===== config.mk =====
export PLATFORM = sky130hd
export DESIGN_NAME = rca_pipe
export DESIGN_NICKNAME = d
export VERILOG_FILES = /design/src/rtl/rca_pipe.sv
export SDC_FILE = /design/constraint.sdc
export NUM_CORES = 1
export LEC_CHECK = 0
export ABC_AREA = 1
export CAP_MARGIN = 20
export CORE_ASPECT_RATIO = 0.9
export CORE_MARGIN = 3
export CORE_UTILIZATION = 23
export CTS_CLUSTER_DIAMETER = 150
export DETAILED_ROUTE_END_ITERATION = 10
export SLEW_MARGIN = 20
export SYNTH_ARGS = -nofsm -noshare
export SYNTH_HDL_FRONTEND = slang
export SYNTH_SLANG_ARGS = --single-unit

===== constraint.sdc =====
create_clock -name clk -period 4.6 [get_ports clk]
set_input_delay 0.92 -clock clk [delete_from_list [all_inputs] [get_ports clk]]
set_output_delay 0.92 -clock clk [all_outputs]
set_load 0.03 [all_outputs]

===== src/rtl/rca_pipe.sv =====
// -----------------------------------------------------------------------------
// rca_pipe
//   Pipelined ripple-carry adder/subtractor. A WIDTH-bit add is split into
//   STAGES = WIDTH/CHUNK chunk-wide ripple stages, with one register rank per
//   stage. Operands travel skewed through the ranks, so each stage adds one
//   chunk per cycle. This gives full throughput and a fixed latency of STAGES
//   cycles.
//
//   A global stall holds every rank while the consumer applies backpressure.
//
// Parameters
//   WIDTH  operand/sum width (must be a multiple of CHUNK)
//   CHUNK  bits rippled per stage
//
// Ports
//   clk        clock, rising edge
//   rst        synchronous active-high reset
//   in_valid   operands present on x/y/c_in/sub
//   in_ready   pipe accepts an operation this cycle
//   x, y       operands (WIDTH)
//   c_in       carry-in, add mode only
//   sub        0: x+y+c_in, 1: x+~y+1
//   out_valid  result present on s/c_out
//   out_ready  consumer accepts the result this cycle
//   s          sum/difference (WIDTH)
//   c_out      carry-out (subtract: 1 = no borrow)
//   ovf        signed overflow, present only when RCA_PIPE_OVF_EN is defined
// -----------------------------------------------------------------------------
module rca_pipe #(
  parameter int WIDTH = 16,
  parameter int CHUNK = 4
) (
  input  logic             clk,
  input  logic             rst,
  input  logic             in_valid,
  output logic             in_ready,
  input  logic [WIDTH-1:0] x,
  input  logic [WIDTH-1:0] y,
  input  logic             c_in,
  input  logic             sub,
  output logic             out_valid,
  input  logic             out_ready,
  output logic [WIDTH-1:0] s,
  output logic             c_out
`ifdef RCA_PIPE_OVF_EN
  ,
  output logic             ovf
`endif
);

  localparam int STAGES = WIDTH / CHUNK;
  localparam int LAST   = STAGES - 1;

  if ((CHUNK < 1) || (CHUNK > WIDTH) || ((WIDTH % CHUNK) != 0)) begin : g_bad_cfg
    $error("rca_pipe: WIDTH must be a positive multiple of CHUNK");
  end

  // Ripple one chunk; returns {carry_out, sum}.
  function automatic logic [CHUNK:0] add_chunk(input logic [CHUNK-1:0] a,
                                               input logic [CHUNK-1:0] b,
                                               input logic             ci);
    logic             c;
    logic [CHUNK-1:0] sm;
    c  = ci;
    sm = '0;
    for (int i = 0; i < CHUNK; i++) begin
      sm[i] = a[i] ^ b[i] ^ c;
      c     = (a[i] & b[i]) | (c & (a[i] ^ b[i]));
    end
    return {c, sm};
  endfunction

  // Rank k holds: remaining operand bits, finished sum chunks 0..k,
  // carry out of chunk k, and the rank's valid bit.
  logic [WIDTH-1:0] r_x_p   [STAGES];
  logic [WIDTH-1:0] r_y_p   [STAGES];
  logic [WIDTH-1:0] r_s_p   [STAGES];
  logic             r_c_p   [STAGES];
  logic             r_vld_p [STAGES];

  // Stage inputs, taken from the ports for stage 0 and from rank k-1 otherwise.
  logic [WIDTH-1:0] w_src_x [STAGES];
  logic [WIDTH-1:0] w_src_y [STAGES];
  logic [WIDTH-1:0] w_src_s [STAGES];
  logic             w_src_c [STAGES];
  logic             w_src_v [STAGES];
  logic [WIDTH-1:0] w_nxt_s [STAGES];
  logic             w_nxt_c [STAGES];
  logic [CHUNK:0]   w_res;
  logic             w_adv;

  assign w_adv     = ~r_vld_p[LAST] | out_ready;
  assign in_ready  = w_adv;
  assign out_valid = r_vld_p[LAST];
  assign s         = r_s_p[LAST];
  assign c_out     = r_c_p[LAST];

  always_comb begin
    // In subtract mode, y is inverted once at entry and the carry is forced to 1.
    w_src_x[0] = x;
    w_src_y[0] = sub ? ~y : y;
    w_src_s[0] = '0;
    w_src_c[0] = sub ? 1'b1 : c_in;
    w_src_v[0] = in_valid;
    for (int k = 1; k < STAGES; k++) begin
      w_src_x[k] = r_x_p[k-1];
      w_src_y[k] = r_y_p[k-1];
      w_src_s[k] = r_s_p[k-1];
      w_src_c[k] = r_c_p[k-1];
      w_src_v[k] = r_vld_p[k-1];
    end
    w_res = '0;
    for (int k = 0; k < STAGES; k++) begin
      w_res      = add_chunk(w_src_x[k][k*CHUNK +: CHUNK],
                             w_src_y[k][k*CHUNK +: CHUNK], w_src_c[k]);
      w_nxt_s[k] = w_src_s[k];
      w_nxt_s[k][k*CHUNK +: CHUNK] = w_res[CHUNK-1:0];
      w_nxt_c[k] = w_res[CHUNK];
    end
  end

  // ---- rank registers: valid control (reset) ----
  always_ff @(posedge clk) begin
    if (rst) begin
      for (int k = 0; k < STAGES; k++) r_vld_p[k] <= 1'b0;
    end else if (w_adv) begin
      for (int k = 0; k < STAGES; k++) r_vld_p[k] <= w_src_v[k];
    end
  end

  // ---- rank registers: data (empty ranks shift too) ----
  always_ff @(posedge clk) begin
    if (w_adv) begin
      for (int k = 0; k < STAGES; k++) begin
        r_x_p[k] <= w_src_x[k];
        r_y_p[k] <= w_src_y[k];
        r_s_p[k] <= w_nxt_s[k];
        r_c_p[k] <= w_nxt_c[k];
      end
    end
    // The visible result is cleared on reset; inner data ranks are don't-care.
    if (rst) begin
      r_s_p[LAST] <= '0;
      r_c_p[LAST] <= 1'b0;
    end
  end

`ifdef RCA_PIPE_OVF_EN
  // The carry into the MSB is recovered as sum ^ a ^ b at that bit.
  logic r_ovf_p;
  logic w_ovf;
  assign w_ovf = w_nxt_s[LAST][WIDTH-1] ^ w_src_x[LAST][WIDTH-1] ^
                 w_src_y[LAST][WIDTH-1] ^ w_nxt_c[LAST];

  always_ff @(posedge clk) begin
    if (rst)        r_ovf_p <= 1'b0;
    else if (w_adv) r_ovf_p <= w_ovf;
  end
  assign ovf = r_ovf_p;
`endif

endmodule

# Word-level counts from Yosys, hierarchy flattened
# Memories as Yosys holds them, arrays and structs flattened.
# Cells that the tools add are included.
dict set report op_classes {
  muxes 14
  bitwise_logic 89
}
# operator count
set ops {}
lappend ops {{bitwise AND 1 bit} 32}
lappend ops {{2-to-1 mux 16 bit} 2}
lappend ops {{XOR 1 bit} 32}
lappend ops {{bitwise OR 1 bit} 23}
lappend ops {{NOT 16 bit} 1}
lappend ops {{2-to-1 mux 1 bit} 12}
lappend ops {{NOT 1 bit} 1}
dict set report word_totals {
  register_bits 0
  ram_bits 200
  inputBits 38
  output_inout_bits 19
  wordCells 108
  n_memories 5
}
# name words width read_ports rd_ports_with_merged_regs write_ports line_no
set memory_table {}
lappend memory_table {r_s_p 4 16 4 0 4 77} ;# logic [WIDTH-1:0] r_s_p [STAGES];
lappend memory_table {r_x_p 4 16 3 0 4 75} ;# logic [WIDTH-1:0] r_x_p [STAGES];
lappend memory_table {r_y_p 4 16 3 0 4 76} ;# logic [WIDTH-1:0] r_y_p [STAGES];
lappend memory_table {r_c_p 4 1 4 0 4 78} ;# logic r_c_p [STAGES];
lappend memory_table {r_vld_p 4 1 4 0 4 79} ;# logic r_vld_p [STAGES];

# Depth between registers and ports, before layout
# Gate-level depths: netlist (run 1).
dict set report depth {
  depth_word 11
  ltp_mapped 8
  mapped_depth_nobuf 8
}

# Worst setup path after synthesis (run 1)
# OpenSTA, ideal clock, no wires.
dict set report synth_timing {
  kind {input to output}
  startpoint {input out_ready}
  endpoint {output in_ready}
  t_arrival_ns 2.753
  t_required_ns 3.680
  slack_ns 0.927
  path_stages 2
  n_path_buf 0
  path_cell_list {inv_1 > nand2_1}
}
dict set report synth_between {
  elab_chain_len 1
}
# element line_no
set synth_rtl {}
lappend synth_rtl {{start: declaration} 42} ;# input logic out_ready,
lappend synth_rtl {{bitwise OR 1 bit} 92} ;# assign w_adv = ~r_vld_p[LAST] | out_ready;
lappend synth_rtl {{end: declaration} 36} ;# output logic in_ready,
# Every way passes these cells.

==> metrics.md, run 1 <==
| Metric | Value |
|---|---|
| CP Class | input port to flop |
| Worst-path fanout max | 3 |
| Antenna Violating Nets Remaining | 0 |
| # port buffers | 56 |
| Max-cap viol count | 0 |
| Final nets | approximately 330 |
| Antenna violations before repair | 1 |
| Worst R2R Start | r_y_p[1][8] |
| Avg WL per Cell | 11.8 um |
| Worst path required time | 4.68 ns |
| Slew @ Worst Pin | 0.963 ns |
| Rel. slew slack | 0.358 |
| Vias in the first global route | 1805 |
| Drt pass-1 iters | 4 |
| Clock-pin transition on the worst setup and hold timing paths | 0.07 ns |
| Hold buffers post-CTS | 0 |
| Inst Count DP | between 400 and 500 |
| Hold Slack | 0.419 ns |
| Leakage | between 0.0015 and 0.002 uW |
| Period utilization | 0.696 |
| Vias per cell | roughly 3.4 |
| Layout cell share with drive strength beyond 1 | 0.0709 |
| Clock tree from TritonCTS | yes |
| Slowest CP cell | clkdlybuf4s50_1 |
| I/O pin cnt | 57 |
| First-pass GRT wire length | 9200 um |
| Post-DP HPWL | between 3000 and 4000 um |
| Die width | 139 um |
| Cells after synthesis | between 200 and 250 |
| Clock Latency Late Sink | 0.34 ns |
| WL final | 5710 um |
| # DRC | 0 |
| 1st-iter DRT viols | 106 |
| CTS root buf | clkbuf_16 |
| Worst reg2reg path depth | 8 |
| Area Growth Syn to Fin | 31.1% |
| RSZ-0062 raised after global routing | false |
| Crit start category | input port |
| Syn_area_per_cell | 17.5 um^2 |
| CTS Buffer Depth | 2 |
| Vias | 1654 |
| Gr ovfl total | 0 |
| FP Rows | 43 |
| Hold Crit Endpoint | r_y_p[1][9] |
| Post-CTS setup buffer count | 0 |
| # clock sinks | 96 |
| Critical path, cell by cell | clkdlybuf4s50_1 -> xnor2_1 -> fa_1 -> fa_1 -> fa_1 -> inv_1 -> fa_1 |
| Cts bufs inserted | 9 |
| GRT Total Usage | 0.0703 |
| Fmax | roughly 0.31 GHz |
| Cell area after synthesis | 0.00368 mm^2 |
| Net Count, Synth | 265 |
| Die Span Y | 126 um |
| Core box area | 0.0155 mm^2 |
| Setup Skew | around 0.0054 ns |
| Hold path startpoint | r_y_p[0][9] |
| Initial core utilization | 0.237 |
| Final hold vios | 0 |
| Reg2reg end | r_s_p[2][11] |
| Crit path capture type | flop |
| Data arrival, critical path | 3.28 ns |
| CP most frequent cell | fa_1 |
| Crit-path max cell delay | 0.58 ns |
| H-Tree Level Count | 3 |
| Total power divided by cell area | 484 mW/mm^2 |
| Status | finished clean |
| Pin count of the biggest net entering global routing | 77 |
| Final setup viols | 0 |
| Total Die Area | ~0.018 mm^2 |
| Fin. max-slew vios | 0 |
| Synthesis-stage register bit count | between 90 and 100 |
| Synth warn | 0 |
| WHS Path Cells | 0 |
| GPL Wtd Cong | 0.654 |
| Fin crit period | 3.20 ns |
| Seq/Total Area, Yosys | 0.783 |
| Total power | 2330 uW |
| Max VDD drop | 0.192 mV |
| Reg2reg setup slack | 2.35 ns |
| Hold Crit Class | flop to flop |
| # diodes | 0 |
| CTS resizes | 0 |
| Final setup TNS | 0 ns |
| Fin cells | 484 |
| Library cells used by synthesis | 11 |
| Filler cell count | roughly 1500 |
[area by class of cell]
| cell class | count | area [um^2] | area share |
|---|---|---|---|
| Multi-Input combinational cell | 57 | 563 | 0.117 |
| Timing Repair Buffer | 59 | 583 | 0.121 |
| Sequential cell | 96 | 2880 | 0.597 |
| Tap cell | 202 | 253 | 0.0524 |
| Clock inverter | 7 | 118 | 0.0244 |
| Inverter | 54 | 203 | 0.0420 |
| Clock buffer | 9 | 225 | 0.0467 |
[metal layers]
metal	vias up	wire (um)	global-route usage
li1	810	-	-
met1	784	2510	0.0876
met2	45	2680	0.104
met3	13	373	0.0342
met4	2	131	0.0311
met5	-	13	0
[power by group]
| group | total, uW | switching [uW] | internal [uW] |
|---|---|---|---|
| combinational | 297 | 166 | 131 |
| sequential | 1190 | 40.5 | 1150 |
| clock | 851 | 318 | 533 |
| total | 2330 | 525 | 1810 |
[registers in the layout (all words and copies together) (netlist names)]
register / cells
r_s_p: 40
r_x_p: 24
r_y_p: 24
r_c_p: 4
r_vld_p: 4
[cells in the final DEF, fill, tap and decap left out, drive strengths merged]
master,count
edfxtp,96
clkdlybuf4s50,56
inv,56
nor2,22
fa,16
xor2,13
clkbuf,9
xnor2,3
bufinv,3
buf,3
clkinv,2
nand2,2
nand3,1
[kinds of logic after synthesis]
group / synth area share
XOR/XNOR: 0.0381
flip-flops: 0.783
AND/OR/NAND/NOR: 0.0258
buffers and inverters: 0.0663
adder cells (fa/ha/maj): 0.0870
[how the worst max path moves through the flow]
stage               depth (start not counted)       from           to
floorplan                                   2  out_ready     in_ready
global placement                            7        sub  r_s_p[0][3]
detailed placement                          7        sub  r_s_p[0][3]
CTS                                         7        sub  r_s_p[0][3]
global route                                7        sub  r_s_p[0][3]
finish                                      7        sub  r_s_p[0][3]
[through the flow]
step / setup WS (ns) / utilization / cell area (um^2)
after detailed placement: 0.972 / 0.288 / 4480
after global routing: 1.30 / 0.310 / 4830
after global placement: 1.01 / 0.288 / 4480
after floorplan: 0.927 / - / 3680
after CTS: 1.34 / 0.310 / 4830
final: 1.40 / 0.310 / 4830
[synthesized netlist by cell type]
cell type   n  area (um^2)
xnor2_1     3         26.3
xor2_1     13          114
nand2_1     2         7.51
buf_2       2         10.0
fa_1       16          320
edfxtp_1   96         2880
buf_6       1         11.3
buf_12      1         20.0
nand3_1     1         5.00
inv_1      54          203
nor2_1     22         82.6
[critical path, delay by kind of cell]
| family | cells | cell delay, ns |
|---|---|---|
| fa+ha+maj | 4 | 1.58 |
| buf+inv | 2 | 0.65 |
| xor+xnor | 1 | 0.13 |
Power figures use the tool's default switching activity.
==> inputs of run 2 (changes only) <==
==> constraint.sdc (replaced) <==
create_clock -name clk -period 3.2 [get_ports clk]
set_input_delay 0.64 -clock clk [delete_from_list [all_inputs] [get_ports clk]]
set_output_delay 0.64 -clock clk [all_outputs]
set_load 0.03 [all_outputs]
==> run 2 against run 1 <==
  * Clock skew up 0.0024 ns
  * Worst hold slack lost 0.0016 ns
  * Non-clock buffer count grew 2
  * Cell count increased by 0.41%
  * Register-to-register slack worse by 1.4 ns
  * Sequential share of layout area is 0.20 points higher
  * Routed wire length shrank 4.2%
  * Critical path depth unchanged
  * Clock power up 32%
  * Critical path type unchanged
  * Largest cell class unchanged
==> metrics.md, run 2 (same netlist as run 1, synthesis figures left out) <==
| Metric | Value |
|---|---|
| Largest Register | r_s_p |
| Total Die Area | 0.0176 mm^2 |
| Inst Count DP | 470 |
| Final nets | 333 |
| Number of flip-flops in the largest register | 40 |
| 1st-iter DRT viols | just over 100 |
| Hold buffers post-CTS | 0 |
| Avg WL per Cell | 11.3 um |
| CP Class | input port to flop |
| CTS resizes | 0 |
| Fin. max-slew vios | 0 |
| Period utilization | 0.914 |
| GPL Wtd Cong | 0.633 |
| First-pass GRT wire length | ~9000 um |
| I/O pin cnt | 57 |
| Data arrival, critical path | roughly 3.0 ns |
| Worst-path fanout max | 3 |
| Antenna Violating Nets Remaining | 0 |
| Status | finished clean |
| FP Rows | 43 |
| Crit start category | input port |
| Total power | approximately 3200 uW |
| # clock sinks | 96 |
| Area Growth Syn to Fin | 30.6% |
| Slew @ Worst Pin | 0.953 ns |
| Commonest non-fill, non-tap cell in the layout | edfxtp_1 |
| Die Span Y | 126 um |
| Cell family with most CP delay | adder cells |
| Drt pass-1 iters | 4 |
| # DRC | 0 |
| Crit path capture type | flop |
| CTS Buffer Depth | 2 |
| Most frequent cells in the layout | 96 x edfxtp_1, 56 x clkdlybuf4s50_1, 54 x inv_1 |
| Slowest CP cell | clkdlybuf4s50_1 |
| Post-CTS setup buffer count | 0 |
| Pin count of the biggest net entering global routing | slightly below 80 |
| Hold Crit Class | flop to flop |
| Leakage | roughly 0.0019 uW |
| Clock Latency Late Sink | 0.34 ns |
| Initial core utilization | 0.237 |
| Layout cell share with drive strength beyond 1 | 0.0704 |
| Clock-pin transition on the worst setup and hold timing paths | 0.06 ns |
| Critical path, cell by cell | clkdlybuf4s50_1 -> xnor2_1 -> fa_1 -> fa_1 -> fa_1 -> inv_1 -> fa_1 |
| H-Tree Level Count | 3 |
| WL final | about 5500 um |
| Gr ovfl total | 0 |
| # port buffers | 56 |
| Final setup viols | 0 |
| Final hold vios | 0 |
| Total power divided by cell area | 675 mW/mm^2 |
| Fmax | around 0.34 GHz |
| Worst path required time | 3.28 ns |
| Vias per cell | around 3.4 |
| Crit-path max cell delay | around 0.59 ns |
| Fin crit period | 2.92 ns |
| CP most frequent cell | fa_1 |
| Rel. slew slack | 0.365 |
| Post-DP HPWL | 3750 um |
| Vias | between 1500 and 2000 |
| Filler cell count | 1522 |
| Vias in the first global route | approximately 1800 |
| Antenna violations before repair | 0 |
| # diodes | 0 |
| Cts bufs inserted | 9 |
| Worst Path Buf+Inv | 2 |
| Reg area | 0.00288 mm^2 |
| Largest regs | r_s_p x40, r_x_p x24, r_y_p x24 |
| Clock tree from TritonCTS | yes |
| Final instance area | 0.00481 mm^2 |
| Core box area | roughly 0.016 mm^2 |
| Dpl cell area | 0.00450 mm^2 |
| Fin cells | 486 |
| CTS root buf | clkbuf_16 |
| Max VDD drop | 0.221 mV |
| GRT Total Usage | 0.0679 |
| RSZ-0062 raised after global routing | false |
| Die width | 139 um |
| Max-cap viol count | 0 |
| Setup Skew | 0.00774 ns |
| Multi-input gate area | around 560 um^2 |
==> run 2: cell count changes in the layout (fill, tap and decap cells not counted) <==
cell       delta
buf_4         +2
bufinv_16     -1
clkbuf_1      +1
clkinv_1      +1
inv_6         -1
==> run 2: path summary, 6_finish.rpt <==
check | startpoint | end | slack (ns) | depth (start not counted)
max | sub | r_s_p[0][3] | 0.28 | 7
min | r_x_p[0][15] | r_x_p[1][15] | 0.42 | 0
max reg2reg | r_c_p[2] | r_s_p[3][15] | 0.97 | 8
min reg2reg | r_x_p[0][15] | r_x_p[1][15] | 0.42 | 0
==> run 2: per-layer routing <==
metal  track usage  part of all wire  vias to the layer above
met1        0.0823              0.44                      773
met3        0.0228             0.059                       13
met2         0.103              0.48                       43
met4        0.0449             0.030                        0
li1              -                 -                      813
met5             0                 0                        -
==> run 2: power breakdown <==
| part | switching (uW) | internal, uW |
|---|---|---|
| combinational | 237 | 190 |
| sequential | 56.3 | 1650 |
| clock | 433 | 682 |
| total | 727 | 2520 |
==> run 2: final cells by class <==
type                       count  share of cell area
multi-input combinational     57               0.117
tap                          202              0.0525
sequential                    96               0.599
clock buffer                  10              0.0476
inverter                      54              0.0421
clock inverter                 6              0.0172
timing repair buffer          61               0.124
==> run 2: per-stage QoR <==
step / utilization / TNS [ns] / hold slack, ns / setup slack (ns)
global placement: 0.289 / -0.114 / 0.401 / -0.114
CTS: 0.309 / 0 / 0.420 / 0.229
global route: 0.309 / 0 / 0.428 / 0.167
floorplan: - / 0 / 0.400 / 0.0867
detailed placement: 0.289 / -0.140 / 0.405 / -0.140
finish: 0.309 / 0 / 0.418 / 0.277
==> inputs of run 3 (changes only) <==
--- a/config.mk
+++ b/config.mk
@@ -6,7 +6,7 @@
 export NUM_CORES = 1
 export LEC_CHECK = 0
 export ABC_AREA = 1
-export CAP_MARGIN = 20
+export CAP_MARGIN = 10
 export CORE_ASPECT_RATIO = 0.9
 export CORE_MARGIN = 3
 export CORE_UTILIZATION = 23
==> results of run 3 <==
Final layout, timing and power as in run 2 (identical DEF).
